===== src/rtl/fwd_converter_1025_1024_1023.sv =====
// Binary-to-RNS forward converter: X -> (X mod 2^N+1, X mod 2^N, X mod 2^N-1); RANGE_CHECK_EN adds out_of_range.
// Latency: 2 cycles from acceptance to out_valid, sustained throughput 1 item/cycle.
// Backpressure: stalls ripple back through in_ready; outputs hold stable while out_valid && !out_ready.
module fwd_converter_1025_1024_1023 #(
    parameter int N = 10
) (
    input  logic           clk,
    input  logic           rst_n,
    input  logic           in_valid,
    output logic           in_ready,
    input  logic [3*N-1:0] in_data,
    output logic           out_valid,
    input  logic           out_ready,
    output logic [N:0]     x1,
    output logic [N-1:0]   x2,
    output logic [N-1:0]   x3
`ifdef RANGE_CHECK_EN
    ,
    output logic           out_of_range
`endif
);

    localparam logic signed [N+1:0] MOD_P   = (N+2)'(2**N + 1);
    localparam logic [N-1:0]        ALL_ONE = '1;
`ifdef RANGE_CHECK_EN
    localparam longint unsigned     M_FULL  = ((64'd1 << N) + 64'd1) * (64'd1 << N) * ((64'd1 << N) - 64'd1);
    localparam logic [3*N-1:0]      X_MAX   = (3*N)'(M_FULL - 64'd1);
`endif

    typedef struct packed {
        logic [N-1:0] b0;
        logic [N-1:0] b1;
        logic [N:0]   s;
        logic [N+1:0] t;
`ifdef RANGE_CHECK_EN
        logic         oor;
`endif
    } s1_t;

    logic [N-1:0] blk0, blk1, blk2;
    s1_t          s1_d, s1_q;
    logic         s1_vld_q, s2_vld_q;
    logic         s1_en, s2_en;

    logic [N:0]          u;
    logic [N-1:0]        v;
    logic signed [N+1:0] d;
    logic [N:0]          x1_d, x1_q;
    logic [N-1:0]        x2_d, x2_q;
    logic [N-1:0]        x3_d, x3_q;
`ifdef RANGE_CHECK_EN
    logic                oor_q;
`endif

    assign s2_en     = !s2_vld_q || out_ready;
    assign s1_en     = !s1_vld_q || s2_en;
    assign in_ready  = s1_en;
    assign out_valid = s2_vld_q;
    assign x1        = x1_q;
    assign x2        = x2_q;
    assign x3        = x3_q;
`ifdef RANGE_CHECK_EN
    assign out_of_range = oor_q;
`endif

    assign blk0 = in_data[N-1:0];
    assign blk1 = in_data[2*N-1:N];
    assign blk2 = in_data[3*N-1:2*N];

    // Stage 1: block sums; 2^N folds to -1 for the +1 modulus and +1 for the -1 modulus.
    always_comb begin
        s1_d    = '0;
        s1_d.b0 = blk0;
        s1_d.b1 = blk1;
        s1_d.s  = {1'b0, blk0} + {1'b0, blk2};
        s1_d.t  = {2'b00, blk0} + {2'b00, blk1} + {2'b00, blk2};
`ifdef RANGE_CHECK_EN
        s1_d.oor = (in_data > X_MAX);
`endif
    end

    // Stage 2: end-around-carry fold for mod 2^N-1, single correction step for mod 2^N+1.
    always_comb begin
        u    = {1'b0, s1_q.t[N-1:0]} + (N+1)'(s1_q.t[N+1:N]);
        v    = u[N-1:0] + N'(u[N]);
        x3_d = (v == ALL_ONE) ? '0 : v;
        x2_d = s1_q.b0;
        d    = signed'({1'b0, s1_q.s}) - signed'({2'b00, s1_q.b1});
        if (d[N+1]) begin
            x1_d = (N+1)'(d + MOD_P);
        end else if (d >= MOD_P) begin
            x1_d = (N+1)'(d - MOD_P);
        end else begin
            x1_d = (N+1)'(d);
        end
    end

    always_ff @(posedge clk or negedge rst_n) begin
        if (!rst_n) begin
            s1_vld_q <= 1'b0;
            s1_q     <= '0;
            s2_vld_q <= 1'b0;
            x1_q     <= '0;
            x2_q     <= '0;
            x3_q     <= '0;
`ifdef RANGE_CHECK_EN
            oor_q    <= 1'b0;
`endif
        end else begin
            if (s1_en) begin
                s1_vld_q <= in_valid;
                if (in_valid) begin
                    s1_q <= s1_d;
                end
            end
            if (s2_en) begin
                s2_vld_q <= s1_vld_q;
                if (s1_vld_q) begin
                    x1_q  <= x1_d;
                    x2_q  <= x2_d;
                    x3_q  <= x3_d;
`ifdef RANGE_CHECK_EN
                    oor_q <= s1_q.oor;
`endif
                end
            end
        end
    end

endmodule


===== config.mk =====
export PLATFORM = sky130hd
export DESIGN_NAME = fwd_converter_1025_1024_1023
export DESIGN_NICKNAME = d
export VERILOG_FILES = /design/src/rtl/fwd_converter_1025_1024_1023.sv
export SDC_FILE = /design/constraint.sdc
export NUM_CORES = 1
export LEC_CHECK = 0
export CORE_UTILIZATION = 40
export DETAILED_ROUTE_END_ITERATION = 6
export DONT_BUFFER_PORTS = 1
export SKIP_CTS_REPAIR_TIMING = 1
export SYNTH_ARGS = -nofsm -noshare
export SYNTH_HDL_FRONTEND = slang
export SYNTH_SLANG_ARGS = --single-unit
export TNS_END_PERCENT = 20

===== constraint.sdc =====
create_clock -name clk -period 4.5 [get_ports clk]
set_input_delay 1.125 -clock clk [delete_from_list [all_inputs] [get_ports clk]]
set_output_delay 1.125 -clock clk [all_outputs]
set_load 0.05 [all_outputs]

==> results of run 1 <==
report_power, final:
group	switching, W	total [W]	leakage, nW	internal, W
registers	0.000520	0.00137	0.924	0.000854
clock network	0.000326	0.000713	0.143	0.000388
logic	0.000751	0.00122	1.52	0.000474
cell type report:
| type | instances | share of cell area, % |
|---|---|---|
| inverters | 39 | 2.51 |
| clock inverters | 7 | 1.05 |
| well taps | 176 | 3.77 |
| flip-flops and latches | 76 | 32.6 |
| clock buffers | 9 | 3.86 |
| multi-input cells | 490 | 55.7 |
| repair buffers | 4 | 0.515 |
sequential cells by signal (all words and copies together) (netlist names):
register and flops:
out_valid 1, s1_q 33, s1_vld_q 1, x1 11, x2 10, x2_d 10
x3 10
cells in the mapped netlist (13+ instances only):
cell type	count
xnor2_1	18
ha_1	36
dfrtp_1	76
nor2_1	47
fa_1	14
nand3_1	19
nor3_1	13
nand2_1	121
o21ai_0	47
clkbuf_1	21
a21oi_1	20
inv_1	38
worst paths after layout:
path | startpoint | endpoint | slack, ps | cells past startpoint
max | s1_q[10]$_DFFE_PN0P_ | x3[2]$_DFFE_PN0P_ | 680 | 14
min | rst_n | x1[6]$_DFFE_PN0P_ | 470 | 0
max reg2reg | s1_q[10]$_DFFE_PN0P_ | x3[2]$_DFFE_PN0P_ | 680 | 14
min reg2reg | x2_d[2]$_DFFE_PN0P_ | x2[2]$_DFFE_PN0P_ | 470 | 2
max in group asynchronous | rst_n | s1_q[1]$_DFFE_PN0P_ | 3910 | 0
min in group clk | x2_d[2]$_DFFE_PN0P_ | x2[2]$_DFFE_PN0P_ | 470 | 2
worst max-delay path: stages, from the launching register on:
cell and delay, ps:
dfrtp_1 400, ha_1 180, inv_1 50, fa_1 520
nor4_1 400, ha_1 250, ha_1 220, inv_1 110
o21ai_0 170, o2bb2ai_1 130, a22oi_1 100, xor2_1 180
or4_1 490, nor3_4 370, nor3_1 110
per-layer routing:
layer	vias up	track usage [%]	routed length, um
met3	8	5.16	835
met1	2096	27.7	6370
met4	0	5.69	112
li1	2168	-	-
met2	124	31.0	5940
met5	-	0	0
cell families after synthesis:
| group | count (synthesis) |
|---|---|
| simple gates | 265 |
| xor+xnor | 28 |
| fa+ha+maj | 50 |
| compound gates | 142 |
| mux | 5 |
| flops | 76 |
| buf+inv | 63 |
per-stage QoR:
| stage | cell area (um^2) | hold WS [ps] | std cells | setup slack [ps] |
|---|---|---|---|---|
| floorplan | 5400 | 439 | 629 | 1170 |
| global placement | 5550 | 455 | 785 | 804 |
| detailed placement | 5550 | 462 | 785 | 695 |
| CTS | 5830 | 453 | 801 | 678 |
| global route | 5830 | 448 | 801 | 508 |
| finish | 5830 | 470 | 801 | 678 |
==> summary.md, run 1 <==
| Metric | Value |
|---|---|
| Most common cell after layout, fill and taps aside | nand2_1 |
| Post-Synth Adder-Cell Area | between 10% and 20% |
| Largest net degree at the start of global routing | between 70 and 80 |
| DR pass1 iterations | 5 |
| Grt total ovfl | 0 |
| Multi-input logic area | 3250 um^2 |
| Syn nets | 713 |
| Clock Skew | slightly below 10 ps |
| Worst EP required | 4710 ps |
| Die H | roughly 120 um |
| Post-synthesis compound-gate area fraction | approximately 18% |
| Filler cells | 1340 |
| Top FF cell, synth | dfrtp_1 |
| Crit start category | flop |
| Largest area contributor in the netlist | dfrtp_1 |
| Most frequent cells in the layout | 121 x nand2_1, 76 x dfrtp_1, 47 x o21ai_0, 47 x nor2_1, 38 x inv_1 |
| Critical path type | flop to flop |
| Worst Max-Slew Pin Slew | between 700 and 800 ps |
| CTS tree | yes |
| Register area share after synthesis | about a third |
| Clock transition at the registers of the reported paths | around 70 ps |
| Final setup fails | 0 |
| Xor/xnor share of the synthesized area | 4.68% |
| Synth Cell Area | between 5000 and 6000 um^2 |
| Fin nets | about 700 |
| H-tree depth | 3 |
| Root Buffer | clkbuf_16 |
| Initial Util | ~41% |
| Clk_lat worst skew | 350 ps |
| Num CTS Buffers | 9 |
| Gate Count Post-Synth | 629 |
| EDFF count, synth | 0 |
| Area growth, synth to finish | 8.12% |
| Multiplexer share of the synthesized area | 1.21% |
| Routed WL | approximately 13000 um |
| CTS sink cnt | between 70 and 80 |
| Seq cells post-synth | 76 |
| # Max-Cap Violations | 0 |
| Final Util | 44.2% |
| Synth cell types | 68 |
| Unrepaired setup endpoints after global routing | false |
| Leakage power | about 2.6 nW |
| Fin Setup TNS | 0 ps |
| Period utilization | a little over four fifths |
| First-pass GRT wire length | roughly 22000 um |
| Avg Inst Size Synth | between 8 and 9 um^2 |
| Rows | 42 |
| Dpl hpwl | about 10000 um |
| Pins Over Slew Limit | 0 |
| Vias per Instance | ~5.5 |
| WP data arrival | between 4000 and 5000 ps |
| Die Footprint | between 10000 and 15000 um^2 |
| Post-synth ARST share | 100% |
| DRT iter0 DRCs | roughly 240 |
| Vias in the first global route | between 4k and 5k |
| Antenna cells | 0 |
| Core region area | 13200 um^2 |
| Power Total | 0.00331 W |
| PwrDens | between 500 and 600 nW/um^2 |
| Yosys warnings | 0 |
| Worst slew margin | about half |
| I/O Pins | between 60 and 70 |
| Maximum vdd drop | 189 uV |
| Status | complete, no violations |
| Fmax | approximately 260 MHz |
| Clk buf depth | 2 |
| Main combinational cell family by area after synthesis | simple AND/OR/NAND/NOR gates |
| Antenna violations before repair | 0 |
| Global Route Usage Sum | 20.1% |
| Routed WL per cell | roughly 17 um |
| Hold Vio Cnt, Final | 0 |
| Synth top area cells | dfrtp_1 35%, nand2_1 8.4%, ha_1 8.3%, fa_1 5.2%, o21ai_0 4.4% |
| CP Capture Type | flop |
| Sequential cell area | 1900 um^2 |
| Clock period minus worst slack | ~3800 ps |
| Post-DRT Antenna Nets | 0 |
| Routability Congestion | 0.862 |
| IO buf count | 0 |
| DRC | 0 |
| Hold WC Path Type | input port to async pin |
| Fraction of final layout cells sized beyond drive strength 1 | under 10% |
| Post-synth top area share | a little over a third |
| Simple-gate share of the synthesized area | approximately 23% |
| Max FO, Critical Path | 9 |
| Die width | approximately 120 um |
| Detailed-route via count | around 4.4k |
Power figures use the tool's default switching activity.
==> run 2: changes to the inputs <==
- clock period: 4.5 -> 4 ns (I/O delays scaled with it)
==> run 2 against run 1 <==
Sequential share of layout area is 0.084 points lower. Power is 13% higher. Final cell count is 0.12% higher. Die area stayed put. Critical path depth stayed put. Largest power group unchanged. Combinational power is 12% higher. Via count is 1.2% higher. Clock skew is 0.81 ps lower. Largest cell class unchanged. Clock-buffer cell count stayed put. Critical path type unchanged. Critical endpoint unchanged. Global-route usage is 0.44 points lower.
==> summary.md, run 2 (synthesis gave the netlist of run 1 again) <==
| Metric | Value |
|---|---|
| Status | complete, no violations |
| Antenna violations before repair | 0 (unchanged) |
| Grt total ovfl | 0 (unchanged) |
| H-tree depth | 3 (unchanged) |
| Die width | 118 um (unchanged) |
| Core region area | 13200 um^2 (unchanged) |
| Root Buffer | clkbuf_16 |
| Clock network power share | 21.8% (+0.3 points) |
| CTS sink cnt | 76 (unchanged) |
| Worst stage delay on the critical path | 520 ps (about the same) |
| Post-DRT Antenna Nets | 0 (unchanged) |
| Area growth, synth to finish | 8.39% |
| Critical path's top delay family | simple AND/OR/NAND/NOR gates |
| Most common cell after layout, fill and taps aside | nand2_1 |
| Final setup fails | 0 (unchanged) |
| Worst Path Buf+Inv | 2 (unchanged) |
| Clk_lat worst skew | 350 ps (about the same) |
| Dpl hpwl | 10000 um (-1.7%) |
| Fin nets | 705 (+0.14%) |
| Clock period minus worst slack | 3700 ps (-124 ps) |
| DRC | 0 (unchanged) |
| Most frequent cells in the layout | 121 x nand2_1, 76 x dfrtp_1, 47 x o21ai_0, 47 x nor2_1, 38 x inv_1 |
| Period utilization | 92.5% (+7.5 points) |
| Filler cells | 1318 (-1.6%) |
| Leakage power | 2.59 nW (+0.30%) |
| Max reg flops | 33 (unchanged) |
| WP data arrival | 3910 ps (-120 ps) |
| Die H | 118 um (unchanged) |
| Antenna cells | 0 (unchanged) |
| Pint | 0.00193 W (+13%) |
| Worst EP required | 4210 ps (-500 ps) |
| Routed WL per cell | 16.2 um (-1.8%) |
| Setup crit end | x3[2]$_DFFE_PN0P_ |
| R2R Path End | x3[2]$_DFFE_PN0P_ |
| WP depth | 14 (unchanged) |
| R2r worst-path depth | 14 (unchanged) |
| Vias per Instance | 5.54 (+1.0%) |
| CP Capture Type | flop |
| Clock Skew | 8.91 ps (-0.808 ps) |
| Max FO, Critical Path | 9 (unchanged) |
| Largest register by flop count | s1_q |
| Critical path type | flop to flop |
| Routability Congestion | 0.917 (+6.4%) |
| Unrepaired setup endpoints after global routing | false |
| DRT iter0 DRCs | 248 (+5.1%) |
| Die Footprint | 14000 um^2 (unchanged) |
| Pins Over Slew Limit | 0 (unchanged) |
| CP startpoint | s1_q[10]$_DFFE_PN0P_ |
| Psw | 0.00180 W (+13%) |
| Rows | 42 (unchanged) |
| Critical path's most frequent cell | ha_1 |
| Maximum vdd drop | 221 uV (+17%) |
| PwrDens | 638 nW/um^2 (+12%) |
| Critical path's slowest cell | fa_1 |
| Hold WC Path Type | input port to async pin |
| Hold Vio Cnt, Final | 0 (unchanged) |
| RR Startpoint | s1_q[10]$_DFFE_PN0P_ |
| Crit-path cells | ha_1 -> inv_1 -> fa_1 -> nor4_1 -> ha_1 -> ha_1 -> inv_1 -> o21ai_0 -> o2bb2ai_1 -> a22oi_1 -> xor2_1 -> or4_1 -> nor3_4 -> nor3_1 |
| Switching fraction of total power | 48.2% (about the same) |
| Global Route Usage Sum | 19.6% (-0.44 points) |
| DR pass1 iterations | 4 (-1) |
| Crit start category | flop |
| Fmax | 270 MHz (+3.3%) |
| Reg2reg setup slack | 300 ps (-380 ps) |
| Routed WL | 13000 um (-1.7%) |
| First-pass GRT wire length | 21700 um (-1.9%) |
| Clk buf depth | 2 (unchanged) |
| Initial Util | 40.9% (unchanged) |
| IO buf count | 0 (unchanged) |
| Worst Max-Slew Pin Slew | 735 ps (-25.5 ps) |
| Fin Setup TNS | 0 ps (unchanged) |
| Detailed-route via count | 4447 (+1.2%) |
| Combinational power share | 36.7% (-0.3 points) |
| Register share of total power | 41.5% (about the same) |
| Largest net degree at the start of global routing | 77 (unchanged) |
| Clock transition at the registers of the reported paths | 70 ps (about the same) |
| CTS tree | yes |
| Fraction of final layout cells sized beyond drive strength 1 | 5.75% (+0.15 points) |
| Vias in the first global route | 4368 (-0.046%) |
| # Max-Cap Violations | 0 (unchanged) |
| Num CTS Buffers | 9 (unchanged) |
| I/O Pins | 67 (unchanged) |
| Worst slew margin | 50.6% (+1.7 points) |
| Fin Hold WS | 339 ps (-130 ps) |
==> run 2: cell types whose count changed in the layout (fill, tap and decap cells not counted) <==
cell	delta
clkinv_4	+3
inv_8	+3
inv_6	-6
buf_4	+1
==> run 2: worst register-to-register path, cell delays in order, from the launching register on <==
cell       delay (ps)
dfrtp_1           360
ha_1              170
inv_1              50
fa_1              520
nor4_1            360
ha_1              250
ha_1              220
inv_1             100
o21ai_0           170
o2bb2ai_1         130
a22oi_1           100
xor2_1            170
or4_1             480
nor3_4            360
nor3_1            110
==> run 2: how the worst min path moves through the flow <==
stage | to | slack (ps) | from | cells past startpoint
2_1_floorplan | x2[0]$_DFFE_PN0P_ | 440 | x2_d[0]$_DFFE_PN0P_ | 2
3_3_place_gp | x2[3]$_DFFE_PN0P_ | 460 | x2_d[3]$_DFFE_PN0P_ | 2
3_5_place_dp | x2[9]$_DFFE_PN0P_ | 460 | x2_d[9]$_DFFE_PN0P_ | 2
4_1_cts | x1[8]$_DFFE_PN0P_ | 330 | rst_n | 0
5_1_grt | x1[5]$_DFFE_PN0P_ | 320 | rst_n | 0
6_report | x1[8]$_DFFE_PN0P_ | 340 | rst_n | 0
==> run 2: cell type report <==
class / count / area, um^2 / share of cell area (%)
multi-input cells: 490 / 3250 / 55.6
flip-flops and latches: 76 / 1900 / 32.5
clock buffers: 9 / 225 / 3.85
well taps: 176 / 220 / 3.76
inverters: 39 / 146 / 2.50
clock inverters: 7 / 68.8 / 1.18
repair buffers: 5 / 37.5 / 0.642
==> run 2: metrics by stage <==
step	setup WS (ps)	utilization [%]	instances	total power, W	cell area (um^2)
floorplan	680	-	629	0.00260	5400
global placement	506	42.1	786	0.00290	5560
detailed placement	291	42.1	786	0.00292	5560
CTS	276	44.3	802	0.00376	5850
global route	13.4	44.3	802	0.00399	5850
finish	302	44.3	802	0.00373	5850
==> run 2: power by group through the flow <==
stage / logic [W] / registers (W) / clock network [W]
after floorplan: 0.00112 / 0.00148 / 0
after global placement: 0.00134 / 0.00156 / 0
after detailed placement: 0.00135 / 0.00157 / 0
after CTS: 0.00136 / 0.00155 / 0.000841
after global routing: 0.00153 / 0.00158 / 0.000877
final: 0.00137 / 0.00155 / 0.000814
==> run 2: routing by layer <==
metal | up-vias | routed length [um] | global-route usage [%]
met1 | 2147 | 6330 | 27.5
li1 | 2174 | - | -
met3 | 10 | 810 | 5.69
met2 | 116 | 5690 | 28.9
met4 | 0 | 196 | 6.81
met5 | - | 0 | 0
